[src/rtl/uart_byte_rx.sv]
// uart_byte_rx: 8N1 UART receiver with 16x oversampling and a one-entry valid/ready holding register.
module uart_byte_rx #(
    parameter int CLK_FREQ   = 25_000_000,
    parameter int BAUD       = 115200,
    parameter int OVERSAMPLE = 16
) (
    input  logic       clk,
    input  logic       rst,
    input  logic       i_rx,
    output logic [7:0] o_data,
    output logic       o_valid,
    input  logic       i_ready,
    output logic       o_frame_err,
    output logic       o_overrun,
    output logic       o_busy
);
    localparam int DIV_RAW = (CLK_FREQ + BAUD * OVERSAMPLE / 2) / (BAUD * OVERSAMPLE);
    localparam int DIV     = DIV_RAW < 1 ? 1 : DIV_RAW;
    localparam int DW      = DIV > 1 ? $clog2(DIV) : 1;

    typedef enum logic [2:0] {IDLE, START, DATA, STOP, WAIT_IDLE} state_t;
    state_t state, next;

    logic          rx_m, rx_s;
    logic [DW-1:0] div_cnt;
    logic [3:0]    tick_cnt;
    logic [2:0]    bit_cnt;
    logic [7:0]    shift;
    logic          tick, sample, deliver, ferr;

    assign tick   = (state != IDLE) && (div_cnt == DW'(DIV - 1));
    assign sample = (state == DATA) && tick && (tick_cnt == 4'd15);
    assign o_busy = state != IDLE;

    always_ff @(posedge clk) begin
        if (rst) begin
            rx_m  <= 1'b1;
            rx_s  <= 1'b1;
            state <= IDLE;
        end else begin
            rx_m  <= i_rx;
            rx_s  <= rx_m;
            state <= next;
        end
    end

    always_comb begin
        next    = state;
        deliver = 1'b0;
        ferr    = 1'b0;
        case (state)
            IDLE:      next = rx_s ? IDLE : START;
            START:     if (tick && tick_cnt == 4'd7) next = rx_s ? IDLE : DATA;
            DATA:      if (sample && bit_cnt == 3'd7) next = STOP;
            STOP: if (tick && tick_cnt == 4'd15) begin
                deliver = rx_s;
                ferr    = !rx_s;
                next    = rx_s ? IDLE : WAIT_IDLE;
            end
            WAIT_IDLE: next = rx_s ? IDLE : WAIT_IDLE;
            default:   next = IDLE;
        endcase
    end

    // Counters are held at zero in IDLE so every frame starts phase-aligned to its start edge.
    always_ff @(posedge clk) begin
        if (rst || state == IDLE) begin
            div_cnt  <= '0;
            tick_cnt <= '0;
            bit_cnt  <= '0;
        end else begin
            div_cnt <= tick ? '0 : div_cnt + 1'b1;
            if (tick) tick_cnt <= (state == START && tick_cnt == 4'd7) ? 4'd0 : tick_cnt + 4'd1;
            if (sample) bit_cnt <= bit_cnt + 3'd1;
        end
    end

    always_ff @(posedge clk) begin
        if (rst) shift <= '0;
        else if (sample) shift <= {rx_s, shift[7:1]};
    end

    always_ff @(posedge clk) begin
        if (rst) begin
            o_data      <= '0;
            o_valid     <= 1'b0;
            o_frame_err <= 1'b0;
            o_overrun   <= 1'b0;
        end else begin
            o_frame_err <= ferr;
            o_overrun   <= deliver && o_valid && !i_ready;
            if (deliver && (!o_valid || i_ready)) begin
                o_data  <= shift;
                o_valid <= 1'b1;
            end else if (o_valid && i_ready) begin
                o_valid <= 1'b0;
            end
        end
    end
endmodule

[config.mk]
export PLATFORM = sky130hd
export DESIGN_NAME = uart_byte_rx
export DESIGN_NICKNAME = d
export VERILOG_FILES = /design/src/rtl/uart_byte_rx.sv
export SDC_FILE = /design/constraint.sdc
export NUM_CORES = 1
export LEC_CHECK = 0
export ABC_AREA = 1
export CAP_MARGIN = 20
export CORE_MARGIN = 8
export CORE_UTILIZATION = 35
export DETAILED_ROUTE_END_ITERATION = 12
export GPL_ROUTABILITY_DRIVEN = 1
export SYNTH_ARGS = -nofsm -noshare
export SYNTH_HDL_FRONTEND = slang
export SYNTH_SLANG_ARGS = --single-unit
[constraint.sdc]
create_clock -name clk -period 1.5 [get_ports clk]
set_clock_uncertainty 0.2 [all_clocks]
set_input_delay 0.3 -clock clk [delete_from_list [all_inputs] [get_ports clk]]
set_output_delay 0.3 -clock clk [all_outputs]
set_load 0.01 [all_outputs]
==> reports/qor.yml, run 1 <==
status:
  status: "complete, but fails checks"
  failed_checks: "negative setup slack"
die:
  die_area_mm2: 0.00713
  dieHeight_um: 84.4
  rows: 25
  initial_utilization_pct: 35.4
  fp.coreArea_mm2: 0.00463
  pin_count: 16
  die_x_um: 84.4
logic_synthesis:
  syn_avg_cell_area_um2: 7.92
  synth.area.top_cells: "dfxtp_1 (43%), inv_1 (9.2%), nand2_1 (6.6%)"
  synth_nets: 216
  yosysTopAreaCellShare_pct: 42.7
  ys_seq_elements: 35
  synth_ff_type: "dfxtp_1"
  synth-edff-count: 0
  synthSimpleGateAreaFrac_pct: 32.5
  yosysSeqAreaShare_pct: 42.7
  yosys.area_share.xor_xnor_pct: 2.14
  yosysTopAreaCell: "dfxtp_1"
  ys_types: 29
  async_reset_ff_share_pct: 0
  synth_cells: 207
  synth_fa_ha_area_share_pct: 3.82
  syn_area_mm2: 0.00164
  yosys-mux-area-fraction_pct: 0
  synth_top_family_by_area: "simple AND/OR/NAND/NOR gates"
  yosysWarnings: 0
  synth_compound_area_share_pct: 7.79
power_and_ir_drop:
  leakage_uw: 0.00119
  swShare_pct: 29.5
  ir_worst_vdd_v: 0.000679
  p_per_area_mw_per_mm2: 1070
  combPwrFrac_pct: 27.6
  clkPwrFrac_pct: 33.5
  seqPwrFrac_pct: 38.8
  p_int_uw: 1840
  power_switching_uw: 770
cells_and_area:
  antenna_cells: 0
  fillers: 433
  nets: 269
  seq_area_um2: 708
  multi_input_area_um2: 945
  utilization_pct: 52.9
  area_delta_synth_final_pct: 49.4
  drive_gt1_share_pct: 39.8
cts:
  htreeDepth: 2
  clock_latency_ns: 0.28
  clock-sinks: 35
  cts_tree: "built"
  numCtsBuffers: 5
  cts_buffer_depth: 2
  ctsHoldBuffers: 0
  path_clk_slew_ns: 0.07
  cts-root-buf: "clkbuf_8"
sta:
  finalCritPeriodShare_pct: 111
  tightest_slew_ns: 0.344
  hold_violations: 0
  min_period_ns: 1.67
  rsz0062_at_grt: "yes"
  worst_slack_ns: -0.167
  drv_slew: 0
  fmax_mhz: 600
  relSlewSlack_pct: 77.1
  setup_violations: 29
critical_path:
  crit_fanout: 6
  path_class: "reg2reg"
  cp.required_ns: 1.49
  start_kind: "register"
  critPathArrivalTime_ns: 1.65
  crit_path_end_kind: "register"
detailed_routing:
  wl_per_cell_um: 11.8
  drtIter0Drc: 97
  ant_nets: 0
  drt-pass1-iter-count: 4
  drc: 0
  routed_via_density: 4.62
  wl_um: 3710
  vias: 1454
global_routing:
  track_usage_pct: 10.4
  grt_start_max_net_pins: 19
  grt_pass1_vias: 1385
  grt_antenna_before_repair: 0
  overflow: 0
  grt_pass1_wl_um: 6070
place:
  gp_congestion: 0.772
  io_buffers: 15
  pre_cts_ws_ns: -0.271
  dp_hpwl_um: 2390
hold_path:
  hp-class: "reg2reg"
flow_run:
  drv_cap: 0
-- final cells by class --
cell class,count,share of cell area [%]
Multi-Input combinational cell,129,38.6
Sequential cell,35,28.9
Timing Repair Buffer,48,18.4
Inverter,41,6.49
Clock buffer,6,3.37
Tap cell,54,2.76
Clock inverter,2,1.43
-- synthesized netlist by cell type, types with 3 or more instances --
| cell | n |
|---|---|
| nor2_1 | 26 |
| xnor2_1 | 3 |
| nand4_1 | 8 |
| nor2_4 | 3 |
| nand3_1 | 8 |
| nand2_1 | 29 |
| nor2_8 | 3 |
| ha_1 | 5 |
| o21ai_1 | 3 |
| nand2_2 | 3 |
| o21ai_0 | 9 |
| dfxtp_1 | 35 |
| a21oi_1 | 10 |
| clkbuf_1 | 3 |
| nor3_1 | 3 |
| inv_1 | 40 |
-- repair_timing --
| action | in CTS | in global routing |
|---|---|---|
| cloned | 2 | 0 |
| setup endpoints to repair | 45 | 34 |
| pin swaps | 21 | 12 |
| buffers inserted | 0 | 9 |
| resized for setup | 35 | 31 |
-- routing by layer --
metal  track usage [%]  share of wire [%]  vias to the layer above
li1                  -                  -                      757
met1              12.1                 45                      659
met2              17.0                 49                       33
met3              3.02                4.5                        5
met4              5.34                1.9                        0
met5                 0                  0                        -
-- cell usage in the layout, fill, tap and decap left out, types with 5 or more instances in the layout --
cell type / Yosys / final
dlygate4sd2_1: 0 / 11
buf_4: 0 / 27
nand2_1: 29 / 22
nand2_4: 2 / 5
dfxtp_2: 0 / 6
buf_12: 0 / 5
a21oi_1: 10 / 7
nand2_2: 3 / 6
clkbuf_8: 0 / 6
dfxtp_1: 35 / 29
nor2_1: 26 / 23
inv_1: 40 / 36
nor2_4: 3 / 6
nand4_1: 8 / 8
o21ai_2: 1 / 9
-- worst max-delay path, stage by stage (launching register included) --
cell	delay [ns]
dfxtp_2	0.35
ha_4	0.15
nand2_4	0.06
nor2_4	0.14
nand3_4	0.20
nor2_4	0.21
nand4_1	0.12
nand2_1	0.09
nor2_1	0.05
-- metrics by stage --
| stage | total power, uW | std cells | instance area [um^2] | hold WS, ns | TNS (ns) |
|---|---|---|---|---|---|
| final | 2610 | 315 | 2450 | 0.213 | -2.67 |
| after global routing | 2770 | 315 | 2450 | 0.252 | -5.02 |
| after CTS | 2550 | 306 | 2270 | 0.213 | -2.01 |
| after detailed placement | 1620 | 296 | 2090 | 0.196 | -4.67 |
| after global placement | 1620 | 296 | 2090 | 0.197 | -3.71 |
| after floorplan | 1340 | 207 | 1680 | 0.169 | -0.193 |
-- kinds of logic (layout without fill, tap and decap cells) --
| logic type | Yosys count | after routing |
|---|---|---|
| fa+ha+maj | 5 | 5 |
| flops | 35 | 35 |
| buf+inv | 45 | 97 |
| simple gates | 94 | 96 |
| compound gates | 24 | 24 |
| xor+xnor | 4 | 4 |
-- power by group through the flow --
stage,Clock (uW),Combinational (uW),Sequential [uW]
after floorplan,0,313,1030
after global placement,0,596,1020
after detailed placement,0,602,1020
after CTS,900,648,1010
after global routing,945,809,1020
final,876,723,1020
-- flip-flops by register name (all words and copies together), names as in the netlist --
signal	count
state	3
o_overrun	1
o_frame_err	1
div_cnt	4
shift	8
rx_m	1
tick_cnt	4
o_valid	1
o_data	8
bit_cnt	3
rx_s	1
-- final timing paths --
kind | slack (ns) | depth (start not counted) | start | endpoint
setup / recovery | -0.17 | 8 | tick_cnt[1] | o_data[6]
hold / removal | 0.21 | 1 | rx_m | rx_s
setup reg to reg | -0.17 | 8 | tick_cnt[1] | o_data[6]
hold reg to reg | 0.21 | 1 | rx_m | rx_s
No activity file was read; power rests on OpenSTA's default activity.
==> run 2, diff against run 1 <==
CORE_MARGIN = 4   (was 8)
CORE_UTILIZATION = 50   (was 35)
PLACE_DENSITY = 0.74   (was not set)
==> reports/qor.yml, run 2 (synthesized netlist as in run 1, its figures left out) <==
cells_and_area:
  top_regs: "o_data x8, shift x8"
  fillers: 224
  multi_input_area_um2: 930
  final_cell_mix: "inv_1 (32), dfxtp_1 (27), buf_4 (26), nor2_1 (22), nand2_1 (20)"
  post-route-cell-area_mm2: 0.00234
  final_common_cell: "inv_1"
  drive_gt1_share_pct: 42.7
  antenna_cells: 0
  nets: 268
  area_delta_synth_final_pct: 43.0
  seq_area_um2: 711
detailed_routing:
  drt-pass1-iter-count: 4
  vias: 1466
  drc: 0
  wl_um: 3970
  wl_per_cell_um: 13.0
  drtIter0Drc: 74
  routed_via_density: 4.82
  ant_nets: 0
critical_path:
  r2r_end: "tick_cnt[3]"
  path_cells: "inv_2 > ha_4 > nand2_4 > nor2_8 > nand2_8 > buf_6 > nor3_1 > nor3_1"
  worst-path-buf-inv: 2
  path_class: "reg2reg"
  rrSetupSlack_ns: -0.17
  r2r-start: "div_cnt[1]"
  cp_slowest_cell: "dfxtp_2"
  cp.required_ns: 1.52
  reg2reg_depth: 8
  start_kind: "register"
  critPathArrivalTime_ns: 1.69
  path_common_cell: "nor3_1"
  crit_path_end_kind: "register"
  critPathTopFamily: "simple AND/OR/NAND/NOR gates"
  max_stage_delay_ns: 0.34
  crit_fanout: 4
power_and_ir_drop:
  seqPwrFrac_pct: 43.9
  p_per_area_mw_per_mm2: 986
  power_switching_uw: 800
  leakage_uw: 0.00112
  p_int_uw: 1510
  ir_worst_vdd_v: 0.000613
  clkPwrFrac_pct: 22.1
  swShare_pct: 34.6
  combPwrFrac_pct: 34.0
hold_path:
  hold_path_depth: 1
  min_to: "rx_s"
  hp-class: "reg2reg"
  min-delay-start: "rx_m"
sta:
  rsz0062_at_grt: "yes"
  setup_violations: 26
  worst_slack_ns: -0.170
  drv_slew: 0
  finalCritPeriodShare_pct: 111
  tightest_slew_ns: 0.379
  fmax_mhz: 599
  min_period_ns: 1.67
  hold_violations: 0
  relSlewSlack_pct: 74.5
place:
  pre_cts_ws_ns: -0.177
  gp_congestion: 0.791
  dp_hpwl_um: 2320
  post_dp_cell_area_mm2: 0.00203
  io_buffers: 15
flow_run:
  drv_cap: 0
cts:
  ctsHoldBuffers: 0
  clock-sinks: 35
  numCtsBuffers: 5
  cts_buffer_depth: 2
  htreeDepth: 2
  cts_tree: "built"
  cts-root-buf: "clkbuf_4"
  path_clk_slew_ns: 0.12
  clock_latency_ns: 0.34
die:
  pin_count: 16
  dieHeight_um: 65.3
  die_x_um: 65.3
  initial_utilization_pct: 52.8
  fp.coreArea_mm2: 0.00310
  rows: 20
  die_area_mm2: 0.00426
status:
  failed_checks: "negative setup slack"
  status: "complete, but fails checks"
global_routing:
  track_usage_pct: 19.4
  grt_pass1_vias: 1426
  overflow: 0
  grt_start_max_net_pins: 19
  grt_antenna_before_repair: 0
  grt_pass1_wl_um: 6350
==> run 2: cell types whose count changed in the layout (fill, tap and decap cells not counted), moves of 2 or more <==
cell / delta
clkbuf_4: +5
buf_6: +3
buf_12: -3
nand2_1: -2
clkdlybuf4s15_1: +3
dlygate4sd2_1: -3
nand2_2: +3
inv_1: -4
inv_2: +5
dfxtp_1: -2
clkinvlp_4: +2
clkbuf_8: -6
dfxtp_2: +2
==> run 2: through the flow <==
stage,util [%],cells,total power (uW),setup TNS (ns),hold slack [ns]
global placement,65.3,283,1630,-2.57,0.195
finish,75.5,304,2310,-2.28,0.221
detailed placement,65.3,283,1630,-3.74,0.194
CTS,71.9,299,2180,-1.60,0.222
global route,75.5,304,2440,-5.22,0.250
floorplan,-,207,1340,-0.193,0.169
==> run 2: power groups by stage <==
stage	clock [uW]	combinational, uW	sequential (uW)
after global routing	568	855	1020
final	510	787	1020
after global placement	0	612	1020
after floorplan	0	313	1030
after detailed placement	0	614	1020
after CTS	522	660	998
==> run 2: how the worst max path moves through the flow <==
| stage | slack, ns | depth (start not counted) | from | endpoint |
|---|---|---|---|---|
| 2_1_floorplan | -0.03 | 8 | div_cnt[0] | o_data[1] |
| 3_3_place_gp | -0.14 | 7 | i_ready | o_data[1] |
| 3_5_place_dp | -0.18 | 7 | i_ready | o_data[1] |
| 4_1_cts | -0.17 | 3 | state[1] | o_busy |
| 5_1_grt | -0.25 | 9 | tick_cnt[1] | o_data[1] |
| 6_report | -0.17 | 8 | div_cnt[1] | tick_cnt[3] |
==> run 2: cell type report <==
class / instances / area share, %
multi-input cells: 128 / 39.7
flip-flops and latches: 35 / 30.3
repair buffers: 48 / 18.6
inverters: 41 / 6.57
well taps: 44 / 2.35
clock buffers: 5 / 1.60
clock inverters: 3 / 0.854
==> run 2: worst reg2reg max path: stages (launching register included) <==
cell and delay, ns:
dfxtp_2 0.34, inv_2 0.05, ha_4 0.13, nand2_4 0.06, nor2_8 0.14, nand2_8 0.09, buf_6 0.14, nor3_1 0.29
nor3_1 0.13
==> run 2: timing repair <==
item	in CTS	in global routing
pin swaps	23	14
setup endpoints to repair	37	37
gates resized for setup	47	34
setup buffers	7	5
gates cloned	1	0
==> run 2: routing by layer <==
layer / GRT usage (%) / vias to the layer above / wire length, um
li1: - / 755 / -
met1: 24.4 / 658 / 1800
met2: 31.4 / 40 / 1860
met3: 3.59 / 13 / 180
met4: 10.4 / 0 / 130
met5: 0 / - / 0
